File: config.mk
export PLATFORM = sky130hd
export DESIGN_NAME = idct_pix_sink
export DESIGN_NICKNAME = d
export VERILOG_FILES = /design/src/rtl/idct_pkg.sv /design/src/rtl/pix_fifo.sv /design/src/rtl/idct_pix_sink.sv
export SDC_FILE = /design/constraint.sdc
export NUM_CORES = 1
export LEC_CHECK = 0
export CAP_MARGIN = 0
export CORE_MARGIN = 10
export CORE_UTILIZATION = 30
export DETAILED_ROUTE_END_ITERATION = 6
export PLACE_DENSITY = 0.45
export SLEW_MARGIN = 30
export SYNTH_ARGS = -nofsm -noshare
export SYNTH_HDL_FRONTEND = slang
export SYNTH_SLANG_ARGS = --single-unit
export TNS_END_PERCENT = 30
File: constraint.sdc
create_clock -name clk -period 3.2 [get_ports clk]
set_input_delay 0.48 -clock clk [delete_from_list [all_inputs] [get_ports clk]]
set_output_delay 0.48 -clock clk [all_outputs]
set_load 0.005 [all_outputs]
File: src/rtl/idct_pkg.sv
// Shared types and defaults for the IDCT pixel sink: FSM state encoding,
// block/fraction defaults and the 8-bit pixel type.
package idct_pkg;

  typedef enum logic [1:0] {
    ST_IDLE    = 2'd0,
    ST_COLLECT = 2'd1,
    ST_HOLD    = 2'd2
  } state_t;

  localparam int BLK_DEF  = 64;
  localparam int FRAC_DEF = 10;
  localparam int PIX_W    = 8;

  typedef logic [PIX_W-1:0] pix_t;

endpackage

File: src/rtl/pix_fifo.sv
// Pixel FIFO with a registered head: a word written at edge N is presented
// on o_rd_data after edge N+1. The head register counts toward DEPTH.
module pix_fifo
  import idct_pkg::*;
#(
  parameter int DEPTH = 16,
  parameter int W     = PIX_W + 1
) (
  input  logic         clk,
  input  logic         reset,
  input  logic         i_wr_en,
  input  logic [W-1:0] i_wr_data,
  input  logic         i_rd_en,
  output logic [W-1:0] o_rd_data,
  output logic         o_rd_valid,
  output logic         o_full,
  output logic         o_empty
);

  localparam int AW = $clog2(DEPTH);

  logic [W-1:0]  r_mem [DEPTH];
  logic [AW-1:0] r_wr_ptr;
  logic [AW-1:0] r_rd_ptr;
  logic [AW:0]   r_mem_cnt;
  logic          r_out_valid;
  logic [W-1:0]  r_out_data;

  logic          w_push;
  logic          w_pop;
  logic          w_load;
  logic [AW:0]   w_total;

  // Writes are refused when full even if the head is leaving this cycle.
  assign w_total = r_mem_cnt + {{AW{1'b0}}, r_out_valid};
  assign o_full  = (w_total == (AW+1)'(DEPTH));
  assign o_empty = (w_total == '0);
  assign w_push  = i_wr_en & ~o_full;
  assign w_pop   = i_rd_en & r_out_valid;
  assign w_load  = (r_mem_cnt != '0) & (~r_out_valid | w_pop);

  always_ff @(posedge clk) begin
    if (w_push) r_mem[r_wr_ptr] <= i_wr_data;
  end

  always_ff @(posedge clk or negedge reset) begin
    if (!reset) begin
      r_wr_ptr    <= '0;
      r_rd_ptr    <= '0;
      r_mem_cnt   <= '0;
      r_out_valid <= 1'b0;
      r_out_data  <= '0;
    end else begin
      r_mem_cnt <= r_mem_cnt + {{AW{1'b0}}, w_push} - {{AW{1'b0}}, w_load};
      if (w_push) r_wr_ptr <= r_wr_ptr + AW'(1);
      if (w_load) begin
        r_out_data  <= r_mem[r_rd_ptr];
        r_out_valid <= 1'b1;
        r_rd_ptr    <= r_rd_ptr + AW'(1);
      end else if (w_pop) begin
        r_out_valid <= 1'b0;
      end
    end
  end

  assign o_rd_data  = r_out_data;
  assign o_rd_valid = r_out_valid;

endmodule

File: src/rtl/idct_pix_sink.sv
// Collects IDCT output samples into 8-bit pixels, tags block ends and buffers
// them for a valid/ready consumer. Define IDCT_PIX_SAT_EN for saturating conversion.
module idct_pix_sink
  import idct_pkg::*;
#(
  parameter int DW    = 32,
  parameter int FRAC  = FRAC_DEF,
  parameter int DEPTH = 16,
  parameter int BLK   = BLK_DEF
) (
  input  logic          clk,
  input  logic          reset,
  input  logic          done,
  input  logic [DW-1:0] din,
  input  logic          pix_ready,
  output logic [7:0]    pix_out,
  output logic          pix_valid,
  output logic [15:0]   blk_cnt,
  output logic          blk_last,
  output logic          overflow,
  output logic          busy,
  output logic [1:0]    o_dbg_state
);

  localparam int CW = (BLK > 1) ? $clog2(BLK) : 1;

  state_t        r_state;
  state_t        w_state_nx;
  logic [CW-1:0] r_smp_cnt;
  logic [CW-1:0] w_smp_cnt_nx;
  logic [15:0]   r_blk_cnt;
  logic          r_overflow;
  logic          w_accept;
  logic          w_last;
  logic          w_full;
  logic          w_empty;
  logic          w_rd_valid;
  logic [8:0]    w_rd_data;
  pix_t          w_pix;
  logic          w_unused_bits;

`ifdef IDCT_PIX_SAT_EN
  always_comb begin
    w_pix = din[FRAC+7:FRAC];
    if (din[DW-1])                w_pix = '0;
    else if (|din[DW-2:FRAC+8])   w_pix = '1;
  end
`else
  assign w_pix = din[FRAC+7:FRAC];
`endif

  assign w_unused_bits = ^{din[DW-1:FRAC+8], din[FRAC-1:0]};

  always_comb begin
    w_state_nx   = r_state;
    w_smp_cnt_nx = r_smp_cnt;
    w_accept     = 1'b0;
    w_last       = 1'b0;
    case (r_state)
      ST_IDLE, ST_COLLECT: begin
        if (done) begin
          w_accept = 1'b1;
          if (r_smp_cnt == CW'(BLK-1)) begin
            w_last       = 1'b1;
            w_smp_cnt_nx = '0;
            w_state_nx   = ST_HOLD;
          end else begin
            w_smp_cnt_nx = r_smp_cnt + CW'(1);
            w_state_nx   = ST_COLLECT;
          end
        end else begin
          // A short block is abandoned without touching blk_cnt.
          w_smp_cnt_nx = '0;
          w_state_nx   = ST_IDLE;
        end
      end
      ST_HOLD: if (!done) w_state_nx = ST_IDLE;
      default: w_state_nx = ST_IDLE;
    endcase
  end

  always_ff @(posedge clk or negedge reset) begin
    if (!reset) begin
      r_state    <= ST_IDLE;
      r_smp_cnt  <= '0;
      r_blk_cnt  <= '0;
      r_overflow <= 1'b0;
    end else begin
      r_state   <= w_state_nx;
      r_smp_cnt <= w_smp_cnt_nx;
      if (w_last)            r_blk_cnt  <= r_blk_cnt + 16'd1;
      if (w_accept & w_full) r_overflow <= 1'b1;
    end
  end

  pix_fifo #(
    .DEPTH(DEPTH),
    .W    (PIX_W + 1)
  ) u_fifo (
    .clk       (clk),
    .reset     (reset),
    .i_wr_en   (w_accept),
    .i_wr_data ({w_last, w_pix}),
    .i_rd_en   (pix_ready),
    .o_rd_data (w_rd_data),
    .o_rd_valid(w_rd_valid),
    .o_full    (w_full),
    .o_empty   (w_empty)
  );

  assign pix_out     = w_rd_data[7:0];
  assign pix_valid   = w_rd_valid;
  assign blk_last    = w_rd_data[8] & w_rd_valid;
  assign blk_cnt     = r_blk_cnt;
  assign overflow    = r_overflow;
  assign busy        = (r_state != ST_IDLE) | ~w_empty;
  assign o_dbg_state = r_state;

endmodule
# Word-level counts from Yosys, hierarchy flattened
# Memory sizes are Yosys's and may differ from the RTL's. A register that Yosys moved wholly into a read port is not among the register bits.
# Cells that the tools add are included.
totals:
  mem_bits_rw: 144
  rom_bits: 0
  mem_count: 1
  latchBits: 0
  out_inout_bits: 30
  regBits: 39
  inputBits: 36
  wordCells: 53
op_classes:
  eq_ne: 5
  n_lt_le_gt_ge: 0
  addsub: 7
  mul: 0
  reduce_logical: 7
  div: 0
  mux: 15
  bitwise: 10
  n_shift: 0
mem_list:
  columns: ["name", "words", "width", "read_ports", "rd_clocked_by_memory_dff", "wr", "line", "source"]
  rows:
  - ["u_fifo.r_mem", 16, 9, 1, 1, 1, "pix_fifo.sv:22", "logic [W-1:0] r_mem [DEPTH];"]
ops:
  columns: ["operator", "n"]
  rows:
  - ["$add 16x1->16 const B", 1]
  - ["$mux 6", 2]
  - ["$add 5x1->5", 2]
  - ["$mux 1", 9]
  - ["$add 4x1->4 const B", 2]
  - ["$add 6x1->6 const B", 1]
  - ["$eq 6x6->1 const B", 1]
  - ["$mux 2", 3]
  - ["$and 1x1->1", 5]
  - ["$eq 5x5->1 const B", 1]
  - ["$logic_not 5->1", 1]
  - ["$reduce_bool 5->1", 1]
  - ["$sub 5x1->5", 1]
  - ["$pmux 2 s2", 1]
  - ["$reduce_bool 2->1", 2]
  - ["$not 1->1", 3]
  - ["$eq 2x1->1 const B", 1]
  - ["$eq 2x2->1 const B", 1]
  - ["$logic_not 2->1", 1]
  - ["$ne 2x2->1 const B", 1]
  - ["$or 1x1->1", 2]
  - ["$reduce_or 2->1", 1]
  - ["$logic_not 1->1", 1]

# Logic depth before layout (Yosys ltp)
depth:
  depth_word: 6
  ltp_mapped: 14

# Cells and area by module
# A second synthesis with hierarchy kept.
unflattened:
  hier_cells: 462
  area_unflattened_um2: 7956.4
modules_own_cells:
  columns: ["module", "area_each_um2", "seq_area_each_um2", "cells_each", "instances"]
  rows:
  - ["pix_fifo", 6802.8, 4899.7, 358, 1]
  - ["idct_pix_sink", 1153.6, 625.6, 104, 1]

# Worst setup path before layout
# No wires, ideal clock.
synth_timing:
  path_type: "register -> register"
  start: "reg u_fifo.r_out_valid (netlist: u_fifo.o_rd_valid)"
  end: "reg u_fifo.r_mem_cnt[4]"
  slack_ns: 0.431
  n_path_buf: 1
  path_stages_with_launch: 14
  t_arrival_ns: 2.646
  synth_period_minus_slack_ns: 2.769
  cell_sequence: "dfrtp_1 -> ha_1 -> ha_1 -> nor2_1 -> o211ai_2 -> o21ai_4 -> buf_2 -> inv_1 -> ha_1 -> fa_1 -> a21oi_1 -> nor2_1 -> nor2_1 -> xnor2_1"
synth_via:
  elab_chain_len: 6
  word_cells_on_any_way: 10
  cone_classes: "3 x add/sub; 1 x eq/ne; 6 x bitwise"
synth_lines:
  columns: ["item", "line", "source"]
  rows:
  - ["from (decl)", "pix_fifo.sv:26", "logic r_out_valid;"]
  - ["from (signal assigned)", "pix_fifo.sv:51", "r_out_valid <= 1'b0;"]
  - ["from (signal assigned)", "pix_fifo.sv:58", "r_out_valid <= 1'b1;"]
  - ["from (signal assigned)", "pix_fifo.sv:61", "r_out_valid <= 1'b0;"]
  - ["$add 5x1->5", "pix_fifo.sv:35", "assign w_total = r_mem_cnt + {{AW{1'b0}}, r_out_valid};"]
  - ["$eq 5x5->1", "pix_fifo.sv:36", "assign o_full = (w_total == (AW+1)'(DEPTH));"]
  - ["$not 1->1", "pix_fifo.sv:38", "assign w_push = i_wr_en & ~o_full;"]
  - ["$and 1x1->1", "pix_fifo.sv:38", null]
  - ["net u_fifo.w_push", "pix_fifo.sv:29", "logic w_push;"]
  - ["$add 5x1->5", "pix_fifo.sv:54", "r_mem_cnt <= r_mem_cnt + {{AW{1'b0}}, w_push} - {{AW{1'b0}}, w_load};"]
  - ["$sub 5x1->5", "pix_fifo.sv:54", null]
  - ["to (signal assigned)", "pix_fifo.sv:54", null]
  - ["to (decl)", "pix_fifo.sv:25", "logic [AW:0] r_mem_cnt;"]
# The timed path passes the listed nets, and every way through them passes these cells.
# A chain may end at the register's enable or synchronous reset.

# Final worst setup path
layout_timing:
  start: "reg u_fifo.r_mem_cnt[2]"
  end: "reg u_fifo.r_mem_cnt[4]"
layout_via:
  word_cells_on_any_way: 8
  cone_classes: "3 x add/sub; 1 x eq/ne; 3 x bitwise; 1 x reduce/logical"
layout_rtl:
  columns: ["item", "line", "source"]
  rows:
  - ["$reduce_bool 5->1", "pix_fifo.sv:40", "assign w_load = (r_mem_cnt != '0) & (~r_out_valid | w_pop);"]
  - ["$and 1x1->1", "pix_fifo.sv:40", null]
  - ["net u_fifo.w_load", "pix_fifo.sv:31", "logic w_load;"]
  - ["$sub 5x1->5", "pix_fifo.sv:54", null]
# The timed path passes the listed nets, and every way through them passes these cells.

==> metrics.txt <==
run status=completed; CP Capture Type=register; layout overhead on the synthesized area=19.2%; latest clock arrival within the worst-skew pair=about 440 ps; Syn Nets=513; Yosys top cell by area=edfxtp_1; TNS Setup=0 ps; Synth Flop Type=edfxtp_1; vias in the first global route=4,498; clock-pin slew on the worst setup and hold paths=90 ps; asr flop ratio synth=25.0%; crit path DAT=3160 ps; Fin. Hold Viols=0; first-pass iteration count of the detailed router=6; max-slew violations=0; Worst Setup Slack, final=between 300 and 400 ps; cells on worst reg2reg path=13; Iteration-0 DRC Markers=204; die area=33,900 um2; crit path kind=reg2reg; max cap viols=0; CTS H-Tree Depth=4; sequential area share after synthesis=68.3%; Die X=184 um; ANT nets after route=0; routability congestion estimate=between 0.7 and 0.8; I/O pin count=66; syn_area_per_cell=17.6 um2; clk buf depth=2; placed cell areas=approximately 9000 um2; Netlist cell types=between 50 and 60; starting density of the core=30.3%; final instance area=9640 um2; final WL=17.5 mm; CTS tree=done; core footprint=between 20,000 and 30,000 um2; Setup crit start kind=register; drt drc=0; crit path max fanout=5; Hold-fix buffers, CTS=0; Slew headroom=between 50% and 60%; diode count=0; routed len/inst=19.9 um; Peak VDD IR=0.373 mV; global-route wire length before repair=roughly 27 mm; yosys synthesis warning count=0; CTS sink cnt=approximately 190; Mapped Cells=459; min Tclk post-route=2810 ps; CTS Root Cell=clkbuf_16; Total GRT Usage=10.7%; Final Cycle Share=87.7%; layout cells sized above 1=between 20 and 25%; dpl ws=411 ps; RSZ-0062 raised after global routing=no; Min Hold Slack=43.2 ps; Tightest Pin Transition=664 ps; initial antenna violation count=0; chip height=between 150 and 200 um; overflow left after global routing=0; Vias/cell=4.76; HP Class=in2async; Layout Utilization=36.1%; largest net degree at the start of global routing=28; post-synthesis register bit count=192; post-synthesis instance area=8090 um2; Layout Skew=16.5 ps; Port Buf Inserts=a little over 40; leakage power=0.00341 uW; Num CTS Buffers=17; FP Rows=60; Final Setup Violations=0; CP Data Required Time=3550 ps; Max Fclk=356 MHz; Post-layout nets=578; Detail Placement HPWL=12.0 mm; post-synth top area share=between 50% and 60%; EDFF count, synth=144; most area-consuming cells after synthesis=edfxtp_1 (53%), dfrtp_1 (15%), mux4_2 (10%); PwrDens=797 nW/um2; via count=4,177
## what timing repair did
action                     4_1_cts  5_1_grt
resized for setup                0        3
pin swaps                        1        0
buffers inserted                 1        0
hold endpoints to repair         0        0
cloned                           0        0
setup endpoints to repair        1        1
## path summary, 6_finish.rpt
path,start,to,slack [ps]
max,u_fifo.r_mem_cnt[2],u_fifo.r_mem_cnt[4],390
min,reset,u_fifo.o_rd_data[0],40
max reg2reg,u_fifo.r_mem_cnt[2],u_fifo.r_mem_cnt[4],390
min reg2reg,blk_cnt[15],blk_cnt[15],490
max in group asynchronous,reset,blk_cnt[7],2350
min in group clk,blk_cnt[15],blk_cnt[15],490
## synthesized netlist by cell type, types with 2 or more instances
master    instances
a211oi_1          2
a21o_1            3
a21oi_1           4
a22o_1            3
a22oi_1           6
and3_1            6
and4_1            3
buf_2             5
buf_4            10
buf_6             7
clkbuf_1          6
dfrtp_1          48
edfxtp_1        144
ha_1             17
inv_1            11
mux2_1            2
mux2_2            3
mux2i_1          10
mux4_2           36
nand2_1          21
nand2_2           2
nand2b_1          2
nand3_1           9
nand3b_1          4
nand4_1           7
nor2_1           13
nor2b_1           2
nor3_1            6
nor4b_1           4
o211ai_1          7
o21a_1            2
o21ai_0           2
o22ai_1           2
xnor2_1          21
xor2_1            6
## kinds of logic after synthesis
| group | after synthesis | share of synthesized area [%] |
|---|---|---|
| AOI/OAI and AO/OA | 37 | 3.45 |
| xor gates and xnor gates | 28 | 3.12 |
| adders and majority gates | 18 | 2.88 |
| buffers and inverters | 40 | 3.05 |
| DFF | 192 | 68.3 |
| muxes | 51 | 12.0 |
| and+or+nand+nor | 93 | 7.24 |
## layout make-up
cell class,count,area [um2]
multi-input cells,227,2350
clock buffers,17,425
flip-flops and latches,192,5530
clock inverters,15,210
well taps,341,427
repair buffers,74,656
fillers,2528,17100
inverters,12,45.0
## flip-flops by register name (all words and copies together), names as in the netlist, 2 cells and up
name              count
blk_cnt              16
o_dbg_state           2
r_smp_cnt             6
u_fifo.o_rd_data      9
u_fifo.r_mem        144
u_fifo.r_mem_cnt      5
u_fifo.r_rd_ptr       4
u_fifo.r_wr_ptr       4
## power by group
group	switching, uW	leakage (uW)	internal (uW)
Sequential	359	0.00191	3020
Clock	1030	0.000306	1140
Combinational	1030	0.00120	1100
## routing by layer
layer / vias to the layer above / GRT usage [%] / share of wire, %
met5: - / 0 / 0
met4: 0 / 3.31 / 1.3
met3: 11 / 2.66 / 4.8
met2: 85 / 17.6 / 49
met1: 2174 / 13.7 / 44
li1: 1907 / - / -
## stage by stage
step	std cells	power [uW]
4_1_cts	878	7820
3_5_place_dp	845	5610
6_report	878	7680
3_3_place_gp	845	5560
2_1_floorplan	459	4930
5_1_grt	878	8130
## cell usage in the layout (no fill, tap or decap), types with 3 or more instances in the layout
master,synthesis,final
a21o_1,3,3
a21oi_1,4,4
a22o_1,3,3
a22oi_1,6,6
and3_1,6,6
and4_1,3,3
buf_4,10,33
clkbuf_16,0,17
clkdlybuf4s50_1,0,39
clkinv_8,0,7
dfrtp_1,48,46
edfxtp_1,144,144
ha_1,17,17
inv_1,11,11
inv_6,0,4
mux2_2,3,3
mux2i_1,10,10
mux4_2,36,36
nand2_1,21,21
nand3_1,9,9
nand3b_1,4,4
nand4_1,7,7
nor2_1,13,13
nor3_1,6,6
nor4b_2,1,5
o211ai_1,7,7
xnor2_1,21,20
xor2_1,6,6
## worst max-delay path: stages, from the launching register on
cell,delay [ps]
dfrtp_1,460
inv_1,110
ha_1,160
nor4b_4,330
or2_1,190
inv_2,70
ha_1,280
inv_1,40
ha_1,200
fa_1,410
a21oi_1,170
nor2_1,50
nor2_1,130
xnor2_1,130
Note: power is estimated with default switching activity, not from simulation.
